File: src/rtl/riscv_mem_pkg.sv
// Shared types and constants for the single-port memory arbiter.
package riscv_mem_pkg;

    typedef enum logic [0:0] {
        IDLE,
        BUSY
    } arb_state_t;

    typedef enum logic [1:0] {
        OWN_NONE,
        OWN_IF,
        OWN_D
    } arb_owner_t;

    localparam int unsigned MEM_LAT_MAX = 7;

    function automatic int unsigned lat_cnt_w(input int unsigned lat);
        return $clog2(lat + 1);
    endfunction

endpackage

File: src/rtl/mem_arb_pick.sv
// Combinational winner selection between IF and D ports.
// ARB_RR_EN: alternate ports on contention instead of fixed D priority.
module mem_arb_pick
    import riscv_mem_pkg::*;
(
    input  logic       if_req_i,
    input  logic       d_req_i,
    input  arb_owner_t last_gnt_i,
    input  logic       issue_window_i,
    output logic       gnt_if_o,
    output logic       gnt_d_o,
    output arb_owner_t sel_o
);

    logic pick_if;

`ifdef ARB_RR_EN
    assign pick_if = if_req_i && (!d_req_i || last_gnt_i == OWN_D);
`else
    logic unused_last_gnt;
    assign unused_last_gnt = ^last_gnt_i;
    assign pick_if = if_req_i && !d_req_i;
`endif

    assign gnt_if_o = issue_window_i && pick_if;
    assign gnt_d_o  = issue_window_i && d_req_i && !pick_if;
    assign sel_o    = pick_if ? OWN_IF : (d_req_i ? OWN_D : OWN_NONE);

endmodule

File: src/rtl/mem_port_arbiter.sv
// Shares one single-port synchronous memory between IF and D requesters.
// ARB_RR_EN (optional): round-robin on simultaneous requests.
module mem_port_arbiter
    import riscv_mem_pkg::*;
#(
    parameter int unsigned ADDR_W  = 32,
    parameter int unsigned DATA_W  = 32,
    parameter int unsigned MEM_LAT = 1
) (
    input  logic              CLK,
    input  logic              RSTN,
    input  logic              IF_REQ,
    input  logic [ADDR_W-1:0] IF_ADDR,
    output logic              IF_GNT,
    output logic              IF_RVALID,
    output logic [DATA_W-1:0] IF_RDATA,
    input  logic              D_REQ,
    input  logic              D_WE,
    input  logic [ADDR_W-1:0] D_ADDR,
    input  logic [DATA_W-1:0] D_WDATA,
    output logic              D_GNT,
    output logic              D_RVALID,
    output logic [DATA_W-1:0] D_RDATA,
    output logic              M_EN,
    output logic              M_WE,
    output logic [ADDR_W-1:0] M_ADDR,
    output logic [DATA_W-1:0] M_WDATA,
    input  logic [DATA_W-1:0] M_RDATA
);

    localparam int unsigned LW = lat_cnt_w(MEM_LAT);

    arb_state_t        state_q, state_d;
    arb_owner_t        owner_q, owner_d;
    arb_owner_t        last_gnt_q, last_gnt_d;
    arb_owner_t        sel;
    logic [LW-1:0]     lat_q, lat_d;
    logic              store_q, store_d;
    logic [ADDR_W-1:0] maddr_q;
    logic              resp, issue_window, gnt_if, gnt_d, accept;

    // Gating with RSTN keeps a grant from being offered in a cycle whose edge resets.
    assign resp         = RSTN && (state_q == BUSY) && (lat_q == LW'(1));
    assign issue_window = RSTN && ((state_q == IDLE) || resp);
    assign accept       = gnt_if || gnt_d;

    mem_arb_pick u_pick (
        .if_req_i       (IF_REQ),
        .d_req_i        (D_REQ),
        .last_gnt_i     (last_gnt_q),
        .issue_window_i (issue_window),
        .gnt_if_o       (gnt_if),
        .gnt_d_o        (gnt_d),
        .sel_o          (sel)
    );

    always_comb begin
        state_d    = state_q;
        owner_d    = owner_q;
        lat_d      = lat_q;
        last_gnt_d = last_gnt_q;
        store_d    = store_q;
        if (accept) begin
            state_d    = BUSY;
            owner_d    = sel;
            lat_d      = LW'(MEM_LAT);
            last_gnt_d = sel;
            store_d    = gnt_d && D_WE;
        end else if (resp) begin
            state_d = IDLE;
            owner_d = OWN_NONE;
            lat_d   = '0;
            store_d = 1'b0;
        end else if (state_q == BUSY) begin
            lat_d = lat_q - LW'(1);
        end
    end

    always_comb begin
        IF_GNT    = gnt_if;
        D_GNT     = gnt_d;
        M_EN      = accept;
        M_WE      = gnt_d && D_WE;
        M_ADDR    = gnt_d ? D_ADDR : (gnt_if ? IF_ADDR : maddr_q);
        M_WDATA   = (gnt_d && D_WE) ? D_WDATA : '0;
        IF_RVALID = resp && (owner_q == OWN_IF);
        D_RVALID  = resp && (owner_q == OWN_D);
        IF_RDATA  = IF_RVALID ? M_RDATA : '0;
        D_RDATA   = (D_RVALID && !store_q) ? M_RDATA : '0;
    end

    always_ff @(posedge CLK) begin
        if (!RSTN) begin
            state_q    <= IDLE;
            owner_q    <= OWN_NONE;
            lat_q      <= '0;
            last_gnt_q <= OWN_IF;
            store_q    <= 1'b0;
            maddr_q    <= '0;
        end else begin
            state_q    <= state_d;
            owner_q    <= owner_d;
            lat_q      <= lat_d;
            last_gnt_q <= last_gnt_d;
            store_q    <= store_d;
            maddr_q    <= M_ADDR;
        end
    end

endmodule

File: config.mk
export PLATFORM = sky130hd
export DESIGN_NAME = mem_port_arbiter
export DESIGN_NICKNAME = d
export VERILOG_FILES = /design/src/rtl/riscv_mem_pkg.sv /design/src/rtl/mem_arb_pick.sv /design/src/rtl/mem_port_arbiter.sv
export SDC_FILE = /design/constraint.sdc
export NUM_CORES = 1
export LEC_CHECK = 0
export BUFFER_PORTS_ARGS = -buffer_cell sky130_fd_sc_hd__buf_2
export CAP_MARGIN = 20
export CORE_AREA = 2 2 102 104
export DETAILED_ROUTE_END_ITERATION = 8
export DIE_AREA = 0 0 104 106
export PLACE_DENSITY = 0.64
export REMOVE_ABC_BUFFERS = 1
export SLEW_MARGIN = 20
export SYNTH_ARGS = -nofsm -noshare
export SYNTH_HDL_FRONTEND = slang
export SYNTH_HIERARCHICAL = 1
export SYNTH_SLANG_ARGS = --single-unit
File: constraint.sdc
create_clock -name CLK -period 1.7 [get_ports CLK]
set_input_delay 0.17 -clock CLK [delete_from_list [all_inputs] [get_ports CLK]]
set_output_delay 0.17 -clock CLK [all_outputs]
set_load 0.1 [all_outputs]
==> out/qor.yml, run 1 <==
setup_path:
  crit_path_dat_ps: 2140
  crit_chain: "nand2b_4, and2_4, and3b_4, clkbuf_16, mux2i_4, a21oi_2, buf_12"
  timing.critical_path.buf_inv: 2
  critical-path-top-delay-family: "simple AND/OR/NAND/NOR gates"
  cp_data_required_time_ps: 1530
  critPathSlowestCell: "sky130_fd_sc_hd__dfxtp_2"
  worst_setup_path_end_kind: "output pin"
  type_of_the_worst_setup_path: "flip-flop to output pin"
  worst_path_largest_cell_delay_ps: 350
  critPathLaunchType: "flip-flop"
  path_max_fanout: 8
floorplanning:
  die_area_sq_mm: 0.0110
  placeable_area_sq_mm: 0.0100
  ioPinCount: 267
  die_height_um: 106
  placement_rows: 37
  initial_core_util: 0.285
  dieWidth_um: 104
power_and_ir_drop:
  share_comb_of_total_power: 0.667
  pwr_density_cell_mw_per_mm2: 523
  p_sw_frac: 0.497
  portion_of_total_power_attributed_to_the_clock_network: 0.126
  power_leakage_uw: 0.00391
  internal-power_uw: 2490
  ir_worst_vdd_mv: 0.613
  power_uw: 4960
  power_switching_uw: 2470
  pwr-share-seq: 0.207
detailed_routing:
  dr_total_vias: 5356
  number_of_violations_reported_at_the_end_of_detailed_routing_iteration_0: 569
  met3RoutedLength_mm: 3.83
  postRouteAntennaNets: 0
  detail_route.wirelength.met1_mm: 9.13
  detail_route.vias_per_cell: 6.16
  met2_length_mm: 13.7
  drt_wl_total_mm: 29.3
  drt_pre_antenna_iters: 5
  routedWlPerCell_um: 33.7
  route.detailed.drc: 0
  top_signal_layer_used: "met4"
timing:
  finalHoldWorstSlack_ps: 267
  timing_max_transition_violations_final: 0
  worst_pin_slew_ps: 677
  period_needed_ps: 2310
  report.final.setup_viol: 163
  clock.fmax_mhz: 432
  final_hold_viol_count: 0
  finalClockSkew_ps: 15.6
  period_utilization: 1.36
  grt_setup_unrepaired: "yes"
  worst_slew_margin_rel: 0.549
  timing.final.ws_setup_ps: -612
logic_synthesis:
  ys_warn_count: 6
  synth.avg_cell_area_sq_um: 7.79
  postSynthCellCount: 366
  synthesis.area_sq_mm: 0.00285
cells_and_area:
  most-common-layout-cells: "145 x sky130_fd_sc_hd__buf_12, 132 x sky130_fd_sc_hd__buf_2, 58 x sky130_fd_sc_hd__buf_4"
  post_route_cells_drive_above_1_share: 0.825
  layout_commonest_cell: "sky130_fd_sc_hd__buf_12"
  stdcell_count: 870
  final_core_utilization: 0.948
  area_growth_syn_to_layout_pct: 233
  finalNetCount: 861
  n_fill_cell: 246
global_routing:
  pin_count_of_the_biggest_net_entering_global_routing: 35
  grt_antenna_before_repair: 4
  grt_overflow: 0
  first_global_vias: 5034
  wire_length_of_the_first_global_routing_pass_mm: 30.3
  globalRouteTotalUtil: 0.357
run:
  cap_violations: 0
place:
  globalplace.congestion: 0.836
  pre_cts_slack_ps: -151
  io_buffer_count: 266
  place.detailed.hpwl_mm: 10.3
  dp.cells: 795
clock_network:
  cts_sinks: 37
  tritoncts: "done"
  clk_latency_ps: 300
  clk_transition_reported_paths_ps: 90
  post_cts_hold_buffer_count: 0
  clock_path_buffers: 2
  cts.root.buffer_cell: "sky130_fd_sc_hd__clkbuf_8"
  htreeDepth: 2
  tritoncts.num_buffers: 5
status:
  violations_in_the_final_reports: "setup timing"
  run_status: "finished, violations left"
hold_path:
  hp_class: "input pin to flip-flop"
==> sequential cells by signal, indices dropped and copies added (netlist names) <==
signal   flops
maddr_q     32
owner_q      2
lat_q        1
store_q      1
state_q      1
==> stage by stage <==
| step | TNS [ps] | instance area (sq um) |
|---|---|---|
| floorplan | -293340 | 2560 |
| global placement | -2550 | 6710 |
| detailed placement | -3150 | 6710 |
| CTS | -36240 | 8530 |
| global route | -54670 | 9480 |
| finish | -53440 | 9480 |
==> tightest hold or removal path, cell delays in order <==
cell	delay (ps)
sky130_fd_sc_hd__buf_2	70
sky130_fd_sc_hd__nor2b_1	60
sky130_fd_sc_hd__a211oi_1	210
==> repair_timing <==
item | CTS | global route
gates resized for setup | 226 | 135
setup endpoints to repair | 132 | 156
setup buffers | 25 | 31
cloned | 14 | 8
pin swaps | 39 | 66
==> power groups by stage <==
| stage | clock network [uW] | logic [uW] | registers, uW |
|---|---|---|---|
| after global placement | 0 | 2350 | 984 |
| after CTS | 579 | 2800 | 976 |
| after floorplan | 0 | 1360 | 989 |
| after detailed placement | 0 | 2390 | 987 |
| after global routing | 639 | 3340 | 1020 |
| final | 625 | 3310 | 1030 |
==> path summary, 6_finish.rpt <==
check	slack (ps)	to	startpoint	depth (start not counted)
setup / recovery	-610	M_ADDR[15]	lat_q	7
hold reg to reg	640	maddr_q[25]	maddr_q[25]	2
hold / removal	270	maddr_q[7]	D_ADDR[7]	3
setup reg to reg	-300	maddr_q[24]	lat_q	7
==> cell type report <==
type	count	area, sq um	share of cell area
Multi-Input combinational cell	248	3300	0.348
Tap cell	136	170	0.0179
Inverter	35	131	0.0139
Antenna cell	7	17.5	0.00185
Timing Repair Buffer	401	5040	0.532
Sequential cell	37	746	0.0787
Clock inverter	1	5.00	0.000528
Clock buffer	5	68.8	0.00726
==> layer usage <==
| layer | up-vias | track usage |
|---|---|---|
| li1 | 2053 | - |
| met1 | 2529 | 0.387 |
| met2 | 549 | 0.629 |
| met3 | 225 | 0.116 |
| met4 | 0 | 0.174 |
| met5 | - | 0 |
No activity file was read; power rests on OpenSTA's default activity.
==> run 2, diff against run 1 <==
--- a/config.mk
+++ b/config.mk
@@ -7,13 +7,12 @@
 export LEC_CHECK = 0
 export BUFFER_PORTS_ARGS = -buffer_cell sky130_fd_sc_hd__buf_2
 export CAP_MARGIN = 20
-export CORE_AREA = 2 2 102 104
+export CORE_AREA = 2 2 103 105
 export DETAILED_ROUTE_END_ITERATION = 8
-export DIE_AREA = 0 0 104 106
-export PLACE_DENSITY = 0.64
+export DIE_AREA = 0 0 105 107
+export PLACE_DENSITY = 0.61
 export REMOVE_ABC_BUFFERS = 1
 export SLEW_MARGIN = 20
 export SYNTH_ARGS = -nofsm -noshare
 export SYNTH_HDL_FRONTEND = slang
-export SYNTH_HIERARCHICAL = 1
 export SYNTH_SLANG_ARGS = --single-unit
==> run 2 against run 1 <==
The flow still finishes with violations (setup timing); fmax up 23%; largest cell class unchanged; global-route usage fell by 11 points; final cell count shrank 10%; area after synthesis is 4.9% lower; via count fell by 22%; die area up 1.9%; clock skew is 11 ps lower; hold slack got worse by 100 ps.
==> out/qor.yml, run 2 <==
detailed_routing:
  drt_pre_antenna_iters: 5
  route.detailed.drc: 0
  routedWlPerCell_um: 20.1
  detail_route.vias_per_cell: 5.34
  dr_total_vias: 4163
  drt_wl_total_mm: 15.7
  postRouteAntennaNets: 0
  number_of_violations_reported_at_the_end_of_detailed_routing_iteration_0: 301
logic_synthesis:
  synth.distinct_cells: 29
  ys_warn_count: 0
  ys_seq_area_frac: 0.273
  synth_commonest_cells: "98 x sky130_fd_sc_hd__and2_1, 64 x sky130_fd_sc_hd__nand3_1, 37 x sky130_fd_sc_hd__dfxtp_1"
  postSynthCellCount: 366
  synth.avg_cell_area_sq_um: 7.41
  synth.most_common_cell: "sky130_fd_sc_hd__and2_1"
  synth_flop_cell: "sky130_fd_sc_hd__dfxtp_1"
  netlist.area_leader.share: 0.273
  synthesis.area_sq_mm: 0.00271
  yosys-top-cells-area: "sky130_fd_sc_hd__dfxtp_1 27%, sky130_fd_sc_hd__and2_1 23%, sky130_fd_sc_hd__nand3_1 12%, sky130_fd_sc_hd__o31ai_1 8.9%, sky130_fd_sc_hd__a31oi_1 7.6%"
  synth_edf_count: 0
  async_flop_share: 0
  yosysTopAreaCell: "sky130_fd_sc_hd__dfxtp_1"
  synth_seq_cells: 37
timing:
  worst_slew_margin_rel: 0.759
  final_hold_viol_count: 0
  finalClockSkew_ps: 5.03
  timing_max_transition_violations_final: 0
  finalSetupTns_ps: -14060
  worst_pin_slew_ps: 361
  period_utilization: 1.10
  period_needed_ps: 1880
  report.final.setup_viol: 132
  grt_setup_unrepaired: "yes"
  finalHoldWorstSlack_ps: 166
  timing.final.ws_setup_ps: -176
  clock.fmax_mhz: 533
clock_network:
  clock_path_buffers: 2
  cts_sinks: 37
  cts.root.buffer_cell: "sky130_fd_sc_hd__clkbuf_8"
  clk_latency_ps: 290
  htreeDepth: 2
  clk_transition_reported_paths_ps: 80
  tritoncts: "done"
  tritoncts.num_buffers: 5
floorplanning:
  placeable_area_sq_mm: 0.0101
  placement_rows: 37
  initial_core_util: 0.269
  die_height_um: 107
  die_area_sq_mm: 0.0112
  ioPinCount: 267
  dieWidth_um: 105
cells_and_area:
  area_growth_syn_to_layout_pct: 172
  layout_commonest_cell: "sky130_fd_sc_hd__buf_12"
  most-common-layout-cells: "144 x sky130_fd_sc_hd__buf_12, 131 x sky130_fd_sc_hd__buf_2, 65 x sky130_fd_sc_hd__and2_4"
  post_route_cells_drive_above_1_share: 0.703
  finalNetCount: 772
  reg.largest.list: "maddr_q x32, owner_q x2"
  largest_register_ffs: 32
  largest_register: "maddr_q"
setup_path:
  critical-path-top-delay-family: "buffers and inverters"
  critPathSlowestCell: "sky130_fd_sc_hd__dfxtp_4"
  cp_data_required_time_ps: 1530
  worst_setup_path_end_kind: "output pin"
  crit_chain: "nor2b_4, clkbuf_16, buf_6, o31ai_4, nand3_2, buf_12"
  path_max_fanout: 8
  type_of_the_worst_setup_path: "flip-flop to output pin"
  crit_path_dat_ps: 1710
  timing.critical_path.buf_inv: 3
  worst_path_largest_cell_delay_ps: 370
  critPathLaunchType: "flip-flop"
place:
  place.detailed.hpwl_mm: 10.7
  pre_cts_slack_ps: -58.7
  io_buffer_count: 266
  globalplace.congestion: 0.886
global_routing:
  grt_antenna_before_repair: 3
  grt_overflow: 0
  pin_count_of_the_biggest_net_entering_global_routing: 44
  first_global_vias: 3928
  globalRouteTotalUtil: 0.244
  wire_length_of_the_first_global_routing_pass_mm: 21.9
power_and_ir_drop:
  power_leakage_uw: 0.00319
  pwr_density_cell_mw_per_mm2: 502
  ir_worst_vdd_mv: 0.447
status:
  violations_in_the_final_reports: "setup timing"
  run_status: "finished, violations left"
hold_path:
  hp_class: "input pin to flip-flop"
run:
  cap_violations: 0
-- run 2: cell families after synthesis --
group	after synthesis	synth area share
buf+inv	45	0.0780
simple gates	212	0.468
flops	37	0.273
compound gates	72	0.180
-- run 2: final cells by class --
type / count / area [sq um]
clock inverters: 3 / 17.5
repair buffers: 309 / 4000
flip-flops and latches: 37 / 748
inverters: 2 / 7.51
clock buffers: 5 / 68.8
fillers: 705 / 2720
multi-input cells: 284 / 2350
diodes: 3 / 7.51
well taps: 136 / 170
-- run 2: worst paths after layout --
| check | endpoint | slack, ps | depth (start not counted) | start |
|---|---|---|---|---|
| max | M_ADDR[15] | -180 | 6 | state_q |
| min | maddr_q[18] | 170 | 3 | D_ADDR[18] |
| max reg2reg | store_q | 260 | 6 | state_q |
| min reg2reg | maddr_q[8] | 500 | 2 | maddr_q[8] |
-- run 2: report_power, final --
part | switching (uW) | internal [uW]
Sequential | 37.4 | 919
Clock | 332 | 283
Combinational | 1320 | 805
-- run 2: through the flow --
step	utilization	std cells	cell area (sq um)	total power, uW
after floorplan	-	323	2510	2000
after global placement	0.622	742	6270	2800
final	0.731	779	7370	3700
after CTS	0.670	758	6770	3530
after global routing	0.731	779	7370	3810
after detailed placement	0.622	742	6270	2830
-- run 2: per-layer routing --
metal,GRT usage,routed length (um),vias to the layer above
met5,0,0,-
met4,0.0657,431,0
met1,0.275,5240,1989
met3,0.0547,1230,31
li1,-,-,1889
met2,0.461,8770,254
-- run 2: worst min-delay path, stage by stage --
cell and delay (ps):
sky130_fd_sc_hd__buf_2 100, sky130_fd_sc_hd__nand3_1 70, sky130_fd_sc_hd__a31oi_1 70
-- run 2: timing repair --
item	CTS	global route
cloned	5	7
pin swaps	38	33
buffers inserted	3	11
hold buffers	0	0
gates resized for setup	87	72
endpoints found under the setup margin	133	132
==> run 3, diff against run 2 <==
--- a/config.mk
+++ b/config.mk
@@ -12,6 +12,7 @@
 export DIE_AREA = 0 0 105 107
 export PLACE_DENSITY = 0.61
 export REMOVE_ABC_BUFFERS = 1
+export SKIP_LAST_GASP = 1
 export SLEW_MARGIN = 20
 export SYNTH_ARGS = -nofsm -noshare
 export SYNTH_HDL_FRONTEND = slang
==> run 3 against run 2 <==
The flow still finishes with violations (setup timing); via count increased by 1.3%; setup slack worse by 19 ps; die area stayed put; register-to-register slack worse by 30 ps; routed wire length increased by 6.6%; clock-buffer cell count stayed put; highest routed layer unchanged; largest power group unchanged.
==> out/qor.yml, run 3 (synthesis gave the netlist of run 2 again) <==
setup_path:
  type_of_the_worst_setup_path: "flip-flop to output pin"
  path_max_fanout: 16
  cp_data_required_time_ps: 1530
  crit_path_dat_ps: 1720
  timing.rr.start: "state_q"
  crit-reg2reg-capture: "maddr_q[12]"
  worst_setup_path_end_kind: "output pin"
  timing.reg2reg.worst_path_depth: 6
  critPathLaunchType: "flip-flop"
  ff2ff_setup_slack_ps: 230
clock_network:
  post_cts_hold_buffer_count: 0
  clock_path_buffers: 2
  cts.root.buffer_cell: "sky130_fd_sc_hd__clkbuf_8"
  htreeDepth: 2
  tritoncts.num_buffers: 5
  tritoncts: "done"
  clk_transition_reported_paths_ps: 80
  cts_sinks: 37
  clk_latency_ps: 300
status:
  run_status: "finished, violations left"
  violations_in_the_final_reports: "setup timing"
floorplanning:
  dieWidth_um: 105
  initial_core_util: 0.269
  die_height_um: 107
  die_area_sq_mm: 0.0112
  placement_rows: 37
  placeable_area_sq_mm: 0.0101
  ioPinCount: 267
timing:
  grt_setup_unrepaired: "yes"
  clock.fmax_mhz: 528
  worst_pin_slew_ps: 369
  worst_slew_margin_rel: 0.753
  period_utilization: 1.11
  timing.final.ws_setup_ps: -194
  finalHoldWorstSlack_ps: 166
  timing_max_transition_violations_final: 0
  final_hold_viol_count: 0
  finalClockSkew_ps: 9.26
  report.final.setup_viol: 133
  period_needed_ps: 1890
  finalSetupTns_ps: -19220
global_routing:
  grt_overflow: 0
  first_global_vias: 3926
  wire_length_of_the_first_global_routing_pass_mm: 21.8
  pin_count_of_the_biggest_net_entering_global_routing: 44
  grt_antenna_before_repair: 3
  globalRouteTotalUtil: 0.242
hold_path:
  min-delay-start: "D_ADDR[30]"
  worstHoldEndpoint: "maddr_q[30]"
  hold_crit_depth: 3
  hp_class: "input pin to flip-flop"
detailed_routing:
  dr_total_vias: 4217
  drt_wl_total_mm: 16.7
  number_of_violations_reported_at_the_end_of_detailed_routing_iteration_0: 315
  route.detailed.drc: 0
  postRouteAntennaNets: 0
  detail_route.vias_per_cell: 5.32
  drt_pre_antenna_iters: 5
  routedWlPerCell_um: 21.1
power_and_ir_drop:
  power_leakage_uw: 0.00325
  pwr_density_cell_mw_per_mm2: 499
  ir_worst_vdd_mv: 0.418
place:
  dp.cells: 742
  io_buffer_count: 266
  place.detailed.hpwl_mm: 10.7
  globalplace.congestion: 0.886
  post_dp_cell_area_sq_mm: 0.00627
cells_and_area:
  largest_register_ffs: 32
  post_route_cells_drive_above_1_share: 0.698
  stdcell_area_sq_mm: 0.00740
  stdcell_count: 792
  area_growth_syn_to_layout_pct: 173
  most-common-layout-cells: "147 x sky130_fd_sc_hd__buf_12, 131 x sky130_fd_sc_hd__buf_2, 83 x sky130_fd_sc_hd__and2_4"
  largest_register: "maddr_q"
  finalNetCount: 785
  reg.largest.list: "maddr_q x32, owner_q x2"
  layout_commonest_cell: "sky130_fd_sc_hd__buf_12"
run:
  cap_violations: 0
run 3: changes by cell type in the layout (fill, tap and decap cells not counted), sizes merged:
| cell | before | now |
|---|---|---|
| buf | 300 | 311 |
| clkbuf | 14 | 16 |
run 3: per-stage QoR:
| stage | total power (uW) | utilization | setup slack (ps) |
|---|---|---|---|
| after floorplan | 2000 | - | -1730 |
| after global placement | 2800 | 0.622 | -2.11 |
| after detailed placement | 2830 | 0.622 | -58.7 |
| after CTS | 3500 | 0.660 | -199 |
| after global routing | 3800 | 0.733 | -258 |
| final | 3690 | 0.733 | -194 |
run 3: how the worst max path moves through the flow:
stage	to	start	slack [ps]	cells past startpoint
after global placement	D_RDATA[3]	RSTN	-2	6
after global routing	M_ADDR[19]	state_q	-260	5
final	M_ADDR[25]	state_q	-190	5
after detailed placement	D_RDATA[10]	RSTN	-60	6
after CTS	D_RDATA[13]	lat_q	-200	6
after floorplan	IF_RDATA[0]	state_q	-1730	3
run 3: what timing repair did:
| action | CTS | global route |
|---|---|---|
| setup buffers | 3 | 19 |
| endpoints found under the setup margin | 133 | 132 |
| gates cloned | 5 | 12 |
| resized for setup | 50 | 96 |
| pin swaps | 13 | 62 |
run 3: critical path: stages, from the launching register on:
cell and delay (ps):
sky130_fd_sc_hd__dfxtp_4 370, sky130_fd_sc_hd__nor2b_4 170, sky130_fd_sc_hd__buf_12 160, sky130_fd_sc_hd__o31ai_1 320
sky130_fd_sc_hd__nand3_1 180, sky130_fd_sc_hd__buf_12 200
run 3: final cells by class:
type	instances	area, sq um
repair buffers	322	4180
flip-flops and latches	37	748
clock buffers	5	68.8
clock inverters	3	17.5
inverters	2	10.0
well taps	136	170
diodes	3	7.51
fillers	698	2700
multi-input cells	284	2200
run 3: where the power goes:
group	internal (uW)	leakage, uW	switching, uW
combinational	810	0.00290	1310
sequential	919	0.000304	32.6
clock	283	0.0000439	334
total	2010	0.00325	1680
run 3: layer usage:
metal | vias up | track usage | wire (um)
li1 | 1915 | - | -
met2 | 237 | 0.454 | 9190
met1 | 2034 | 0.272 | 5870
met5 | - | 0 | 0
met4 | 0 | 0.0743 | 473
met3 | 31 | 0.0541 | 1170
